$ cat src/rtl/fwd_hazard_ctrl.sv
// Operand-forwarding and load-use hazard controller for the 5-stage pipeline.
// Keeps a shadow of the EX and MEM destination registers. From that shadow it
// drives the registered EX operand-mux selects (0=regfile, 1=EX/MEM ALU result,
// 2=MEM/WB writeback data) and the combinational stall for PC and IF/ID.
module fwd_hazard_ctrl #(
  parameter int REG_AW = 5,
  parameter int CNT_W  = 16
) (
  input  logic              clk,
  input  logic              rst,
  input  logic              id_valid,
  input  logic [REG_AW-1:0] id_rs,
  input  logic [REG_AW-1:0] id_rt,
  input  logic              id_rs_used,
  input  logic              id_rt_used,
  input  logic [REG_AW-1:0] id_dst,
  input  logic              id_wen,
  input  logic              id_is_load,
  input  logic              id_flush,
  input  logic              mem_hold,
  output logic              stall,
  output logic [1:0]        fwd_a_sel,
  output logic [1:0]        fwd_b_sel,
  output logic [CNT_W-1:0]  load_use_cnt
);

  // Shadow of the EX and MEM slots. A bubble has wen=0 and load=0.
  // The MEM slot keeps no load flag: once a load reaches MEM its result is
  // forwarded from MEM/WB, so whether it was a load no longer matters.
  logic [REG_AW-1:0] ex_dst_reg;
  logic              ex_wen_reg;
  logic              ex_load_reg;
  logic [REG_AW-1:0] mem_dst_reg;
  logic              mem_wen_reg;
  logic [CNT_W-1:0]  cnt_reg;

  logic lu;
  logic bubble;

  // Source operands packed by index: 0 = rs (operand A), 1 = rt (operand B).
  logic [1:0][REG_AW-1:0] src;
  logic [1:0]             src_used;

  assign src[0]   = id_rs;
  assign src[1]   = id_rt;
  assign src_used = {id_rt_used, id_rs_used};

  // Load-use detection: a load in EX whose result the ID instruction reads.
  // Register $0 never stalls.
  always_comb begin
    lu = id_valid & ~id_flush & ex_wen_reg & ex_load_reg & (ex_dst_reg != '0) &
         ((id_rs_used & (id_rs == ex_dst_reg)) | (id_rt_used & (id_rt == ex_dst_reg)));
  end

  assign bubble = ~id_valid | id_flush | lu;
  assign stall  = lu | mem_hold;

  // Pipeline shadow advance: MEM takes EX, EX takes ID or a bubble; frozen on mem_hold.
  always_ff @(posedge clk or posedge rst) begin
    if (rst) begin
      ex_dst_reg  <= '0;
      ex_wen_reg  <= 1'b0;
      ex_load_reg <= 1'b0;
      mem_dst_reg <= '0;
      mem_wen_reg <= 1'b0;
    end else if (!mem_hold) begin
      mem_dst_reg <= ex_dst_reg;
      mem_wen_reg <= ex_wen_reg;
      if (bubble) begin
        ex_dst_reg  <= '0;
        ex_wen_reg  <= 1'b0;
        ex_load_reg <= 1'b0;
      end else begin
        ex_dst_reg  <= id_dst;
        ex_wen_reg  <= id_wen;
        ex_load_reg <= id_is_load;
      end
    end
  end

  // Saturating count of edges on which a load-use bubble is inserted.
  always_ff @(posedge clk or posedge rst) begin
    if (rst) begin
      cnt_reg <= '0;
    end else if (!mem_hold && lu && (cnt_reg != {CNT_W{1'b1}})) begin
      cnt_reg <= cnt_reg + CNT_W'(1);
    end
  end

  assign load_use_cnt = cnt_reg;

  // One select generator per source operand.
  genvar gi;
  generate
    for (gi = 0; gi < 2; gi++) begin : g_src
      logic [1:0] sel_next;
      logic [1:0] sel_reg;

      // Youngest producer wins; a load in EX never matches here because lu
      // has already turned this instruction into a bubble.
      always_comb begin
        sel_next = 2'd0;
        if (!bubble && src_used[gi] && (src[gi] != '0)) begin
          if (ex_wen_reg && (ex_dst_reg == src[gi])) begin
            sel_next = 2'd1;
          end else if (mem_wen_reg && (mem_dst_reg == src[gi])) begin
            sel_next = 2'd2;
          end
        end
      end

      // Select captured on the same edge the instruction enters EX.
      always_ff @(posedge clk or posedge rst) begin
        if (rst) begin
          sel_reg <= 2'd0;
        end else if (!mem_hold) begin
          sel_reg <= sel_next;
        end
      end
    end
  endgenerate

  assign fwd_a_sel = g_src[0].sel_reg;
  assign fwd_b_sel = g_src[1].sel_reg;

endmodule

$ cat config.mk
export PLATFORM = sky130hd
export DESIGN_NAME = fwd_hazard_ctrl
export DESIGN_NICKNAME = d
export VERILOG_FILES = /design/src/rtl/fwd_hazard_ctrl.sv
export SDC_FILE = /design/constraint.sdc
export NUM_CORES = 1
export LEC_CHECK = 0
export ABC_AREA = 1
export CAP_MARGIN = 15
export CORE_ASPECT_RATIO = 0.7
export CORE_MARGIN = 2
export CORE_UTILIZATION = 45
export CTS_CLUSTER_DIAMETER = 40
export DETAILED_ROUTE_END_ITERATION = 8
export GPL_ROUTABILITY_DRIVEN = 1
export HOLD_SLACK_MARGIN = 0.12
export PLACE_DENSITY = 0.82
export SLEW_MARGIN = 10
export SYNTH_ARGS = -nofsm -noshare
export SYNTH_HDL_FRONTEND = slang
export SYNTH_SLANG_ARGS = --single-unit
$ cat constraint.sdc
create_clock -name clk -period 1.8 [get_ports clk]
set_input_delay 0.36 -clock clk [delete_from_list [all_inputs] [get_ports clk]]
set_output_delay 0.36 -clock clk [all_outputs]
set_load 0.005 [all_outputs]
; Yosys cells after proc, flatten, opt, wreduce, memory -nomap -nowiden
; Cells that the tools add are included.
[word_totals]
word_cells = 53
reg_bits = 33
output_inout_bits = 21
[classes]
n_addsub = 1
reduce_logical = 15
n_eq_ne = 7
n_bitwise = 13
mux = 9
[op_table]
columns = op, n
row1 = equality test 5 bit, 6
row2 = adder 16 x 1 -> 16 bit (second input constant), 1
row3 = != test 16 bit (second input constant), 1
row4 = nonzero test 5 bit, 3
row5 = two-way mux 2 bit, 6
row6 = logical AND 1 bit, 10
row7 = AND 1 bit, 7
row8 = two-way mux 5 bit, 1
row9 = bitwise OR 1 bit, 4
row10 = zero test 1 bit, 2
row11 = two-way mux 1 bit, 2
row12 = inverter 1 bit, 2

; Logic depth before layout (Yosys ltp)
[logic_depth]
word_depth = 11
mapped_depth = 10
ltp_nobuf = 9

; Worst setup path after synthesis
; Ideal clock, no wire load.
[synth_path]
path_kind = register to register
startpoint = reg cnt_reg[0] (netlist: load_use_cnt[0])
endpoint = reg cnt_reg[10] (netlist: load_use_cnt[10])
arrival_ns = 1.510
setup_ns = 0.074
setup_slack_ns = 0.216
path_stages_with_launch = 11
t_required_ns = 1.726
n_path_buf = 1
path_cell_list = dfrtp_1 ha_1 inv_1 nor2_2 nand3_1 nor2_1 a21oi_2 nand3_4 buf_6 nand2_2 o21ai_2
[synth_between]
elab_chain_cells = 2
[synth_lines]
columns = item, line_no
row1 = from (decl), 35  ; logic [CNT_W-1:0] cnt_reg;
row2 = from (signal assigned), 86  ; cnt_reg <= cnt_reg + CNT_W'(1);
row3 = "parallel branches: the longest is 2 deep, another holds adder 16 x 1 -> 16 bit", n/a
; Several ways; the timed one is not identified.
; A chain may end at the register's enable or synchronous reset.

; Final worst setup path
[layout_path]
startpoint = reg ex_dst_reg[3]
endpoint = out stall
[layout_between]
elab_chain_cells = 5
[layout_lines]
columns = item, line_no
row1 = from (decl), 30  ; logic [REG_AW-1:0] ex_dst_reg;
row2 = from (signal assigned), 74  ; ex_dst_reg <= id_dst;
row3 = equality test 5 bit, 52  ; ((id_rs_used & (id_rs == ex_dst_reg)) | (id_rt_used & (id_rt == ex_dst_reg)));
row4 = AND 1 bit, 52
row5 = bitwise OR 1 bit, 52
row6 = AND 1 bit (*), 51  ; lu = id_valid & ~id_flush & ex_wen_reg & ex_load_reg & (ex_dst_reg != '0) &
row7 = bitwise OR 1 bit (*), 56  ; assign stall = lu | mem_hold;
row8 = to (decl), 21  ; output logic stall,
; Every way passes the cells marked *; elsewhere a longest branch is shown, timed or not.

==> flow_results.xml <==
<?xml version="1.0" encoding="UTF-8"?>
<metrics>
  <group name="setup_path">
    <metric name="category_of_the_worst_setup_path_launch_point" unit="">flop</metric>
    <metric name="reg_to_reg_start" unit="">ex_dst_reg[3]</metric>
    <metric name="critPathSlowestCell" unit="">sky130_fd_sc_hd__dfrtp_2</metric>
    <metric name="cp_cell_sequence" unit="">buf_6 -&gt; nor3_2 -&gt; nand3_1 -&gt; nand4_1 -&gt; inv_2 -&gt; nand2_2 -&gt; nand2_2 -&gt; buf_2</metric>
    <metric name="max_stage_delay" unit="ns">0.46</metric>
    <metric name="cp_data_required_time" unit="ns">1.44</metric>
    <metric name="timing.critical_path.to_type" unit="">primary output</metric>
    <metric name="critical_path.n_buffers_inverters" unit="">3</metric>
    <metric name="path_delay_family" unit="">flip-flops</metric>
    <metric name="critical_path.startpoint" unit="">ex_dst_reg[3]</metric>
    <metric name="critPathArrivalTime" unit="ns">1.54</metric>
    <metric name="worstSetupPathType" unit="">flop to primary output</metric>
    <metric name="timing.critical_path.fanout_max" unit="">4</metric>
    <metric name="cp_common_cell" unit="">sky130_fd_sc_hd__nand2_2</metric>
  </group>
  <group name="placed_design">
    <metric name="place.gp.congestion" unit="">0.945</metric>
    <metric name="preCtsSetupSlack" unit="ns">-0.624</metric>
    <metric name="numPortBuffers" unit="">44</metric>
    <metric name="dpl.hpwl" unit="µm">4310</metric>
  </group>
  <group name="cts">
    <metric name="cts_hold_repair.buffers" unit="">0</metric>
    <metric name="tritoncts_clock_tree" unit="">done</metric>
    <metric name="clock_transition_time_at_the_flip_flop_clock_pins_of_the_worst_setup_and_hold_paths" unit="ns">0.07</metric>
    <metric name="htree_num_levels" unit="">2</metric>
    <metric name="clock-sinks" unit="">33</metric>
    <metric name="cts-buffers-inserted" unit="">5</metric>
    <metric name="clock_latency" unit="ns">0.29</metric>
    <metric name="clockBufferDepth" unit="">2</metric>
    <metric name="clock_tree.root_cell" unit="">sky130_fd_sc_hd__clkbuf_8</metric>
  </group>
  <group name="synth">
    <metric name="post_synthesis_cell_area" unit="mm²">0.00215</metric>
    <metric name="synth_flop_cell" unit="">sky130_fd_sc_hd__dfrtp_1</metric>
    <metric name="seq_area_frac_synth" unit="%">38.3</metric>
    <metric name="cell_types_with_the_highest_counts_after_synthesis" unit="">sky130_fd_sc_hd__nand2_1 (91), sky130_fd_sc_hd__inv_1 (34), sky130_fd_sc_hd__dfrtp_1 (33), sky130_fd_sc_hd__nor2_1 (23), sky130_fd_sc_hd__nand4_1 (20)</metric>
    <metric name="synth_cell_type_count" unit="">26</metric>
    <metric name="post_synth_inst_count" unit="">292</metric>
    <metric name="synth_edf_count" unit="">0</metric>
    <metric name="mappedNetlistNets" unit="">317</metric>
    <metric name="yosysTopAreaCell" unit="">sky130_fd_sc_hd__dfrtp_1</metric>
    <metric name="synthMostInstantiatedCell" unit="">sky130_fd_sc_hd__nand2_1</metric>
    <metric name="synth.avg_cell_area" unit="µm²">7.38</metric>
    <metric name="register_bit_count_reported_by_yosys" unit="">33</metric>
    <metric name="post-synth-top-area-fraction" unit="%">38.3</metric>
    <metric name="ys.warnings.count" unit="">0</metric>
    <metric name="synth_area_leaders" unit="">sky130_fd_sc_hd__dfrtp_1 (38%), sky130_fd_sc_hd__nand2_1 (16%), sky130_fd_sc_hd__o21ai_2 (6.1%)</metric>
    <metric name="ys_async_sr_fraction" unit="%">100</metric>
  </group>
  <group name="sta">
    <metric name="fin_worst_hold_slack" unit="ns">0.462</metric>
    <metric name="highest_achievable_clock_rate" unit="MHz">527</metric>
    <metric name="finalHoldViolations" unit="">0</metric>
    <metric name="tightest_slew" unit="ns">0.418</metric>
    <metric name="grt_setup_unrepaired" unit="">true</metric>
    <metric name="final_min_period_over_clock_period" unit="%">105</metric>
    <metric name="fin_skew" unit="ns">0.00281</metric>
    <metric name="period_minus_slack" unit="ns">1.90</metric>
    <metric name="report.final.setup_viol" unit="">1</metric>
    <metric name="setup_ws" unit="ns">-0.0962</metric>
    <metric name="finalMaxSlewViolations" unit="">0</metric>
    <metric name="slew_margin_rel" unit="%">72.1</metric>
  </group>
  <group name="drt">
    <metric name="postRouteWirelength" unit="µm">5810</metric>
    <metric name="routed_wirelength_normalized_by_instance_count" unit="µm">13.4</metric>
    <metric name="drtAntennaViolNets" unit="">0</metric>
    <metric name="total_iterations_of_the_first_detailed_routing_run" unit="">4</metric>
    <metric name="route.detailed.drc" unit="">0</metric>
    <metric name="first_iter_violations" unit="">193</metric>
    <metric name="vias_per_cell" unit="">5.08</metric>
    <metric name="dr_total_vias" unit="">2198</metric>
  </group>
  <group name="global_routing">
    <metric name="grt_pass1_wl" unit="µm">9380</metric>
    <metric name="first_global_vias" unit="">2018</metric>
    <metric name="overflow" unit="">0</metric>
    <metric name="grt_start_max_net_pins" unit="">34</metric>
    <metric name="antenna_violations_before_repair" unit="">0</metric>
    <metric name="grtUsageTotal" unit="%">22.8</metric>
  </group>
  <group name="job">
    <metric name="cap_violations" unit="">0</metric>
  </group>
  <group name="finish">
    <metric name="antennaDiodeCount" unit="">0</metric>
    <metric name="area_growth" unit="%">43.6</metric>
    <metric name="finalNetCount" unit="">400</metric>
    <metric name="largest_reg_flops" unit="">16</metric>
    <metric name="share_of_cells_above_drive_strength_1" unit="%">25.5</metric>
  </group>
  <group name="floorplanning">
    <metric name="top_level_ports" unit="">45</metric>
    <metric name="die_area" unit="mm²">0.00537</metric>
    <metric name="initial_utilization" unit="%">45.8</metric>
    <metric name="placement_rows" unit="">21</metric>
    <metric name="dieHeight" unit="µm">61.9</metric>
    <metric name="coreArea" unit="mm²">0.00470</metric>
    <metric name="die_x" unit="µm">86.7</metric>
  </group>
  <group name="power_and_ir_drop">
    <metric name="vdd_ir_drop_max" unit="mV">0.329</metric>
    <metric name="power_leakage" unit="µW">0.00142</metric>
    <metric name="power-per-cell-area" unit="mW/mm²">578</metric>
    <metric name="finalPower" unit="µW">1790</metric>
  </group>
  <group name="outcome">
    <metric name="failed_checks" unit="">negative setup slack</metric>
    <metric name="status" unit="">finished, violations left</metric>
  </group>
  <group name="hold_path">
    <metric name="hold_path.class" unit="">primary input to asynchronous set/reset pin</metric>
  </group>
</metrics>
==> kinds of logic (layout without fill, tap and decap cells) <==
kind of cell / after synthesis / after routing / share of synthesized area [%]
simple gates: 162 / 162 / 33.6
buf+inv: 48 / 132 / 9.81
flops: 33 / 33 / 38.3
compound gates: 27 / 27 / 9.18
xor+xnor: 21 / 21 / 8.54
fa+ha+maj: 1 / 1 / 0.581
==> metal layers <==
| layer | GRT usage [%] | part of all wire (%) | vias up |
|---|---|---|---|
| met1 | 33.6 | 47 | 1020 |
| met2 | 34.2 | 45 | 79 |
| met5 | 0 | 0 | - |
| met3 | 4.89 | 7.3 | 8 |
| li1 | - | - | 1091 |
| met4 | 6.47 | 0.91 | 0 |
==> where the power goes <==
group          switching [µW]  leakage (µW)  total [µW]  internal (µW)
Sequential               24.6      0.000449         785            760
Combinational             133      0.000909         273            140
Clock                     280     0.0000585         731            451
==> cell type report <==
type	instances	area, µm²
timing repair buffer	84	753
clock inverter	1	30.0
tap	57	71.3
inverter	40	150
clock buffer	7	86.3
multi-input combinational	211	1170
sequential	33	831
fill	378	1610
==> cell usage in the layout, fill, tap and decap left out, drive strengths merged <==
cell type	instances
a22oi	1
ha	1
o21ai	23
dlygate4sd2	9
clkbuf	7
or2	1
nor3b	1
clkinv	1
clkdlybuf4s50	34
dfrtp	33
xor2	9
nand3	13
xnor2	12
nand3b	1
nor3	3
nand4	20
bufinv	1
a21oi	3
nand2	97
inv	39
buf	41
nor2	26
==> stage by stage <==
| step | utilization (%) | TNS [ns] | instance area, µm² | std cells |
|---|---|---|---|---|
| after global routing | 65.8 | -0.202 | 3090 | 433 |
| after global placement | 61.7 | -5.01 | 2900 | 421 |
| after floorplan | - | 0 | 2150 | 292 |
| after CTS | 64.4 | -0.0649 | 3030 | 430 |
| final | 65.8 | -0.0962 | 3090 | 433 |
| after detailed placement | 61.7 | -5.62 | 2900 | 421 |
==> path summary, 6_finish.rpt <==
path | slack (ns) | end | cells after the start
max | -0.1 | stall | 8
min reg2reg | 0.49 | fwd_a_sel[0] | 2
max reg2reg | 0.11 | load_use_cnt[7] | 11
max in group asynchronous | 1.01 | ex_dst_reg[3] | 3
min | 0.46 | fwd_b_sel[1] | 3
min in group clk | 0.49 | fwd_a_sel[0] | 2
==> worst register-to-register path, delay by kind of cell (launching register included) <==
family,cells,cell delay [ns]
flip-flops,1,0.46
AO/OA/AOI/OAI,1,0.06
buffers and inverters,3,0.38
AND/OR/NAND/NOR,7,0.68
==> what timing repair did <==
| action | CTS | global route |
|---|---|---|
| setup buffers | 1 | 3 |
| resized for setup | 22 | 11 |
| setup endpoints to repair | 1 | 17 |
| pin swaps | 9 | 9 |
| hold endpoints to repair | 0 | 0 |
Note: power is estimated with default switching activity, not from simulation.
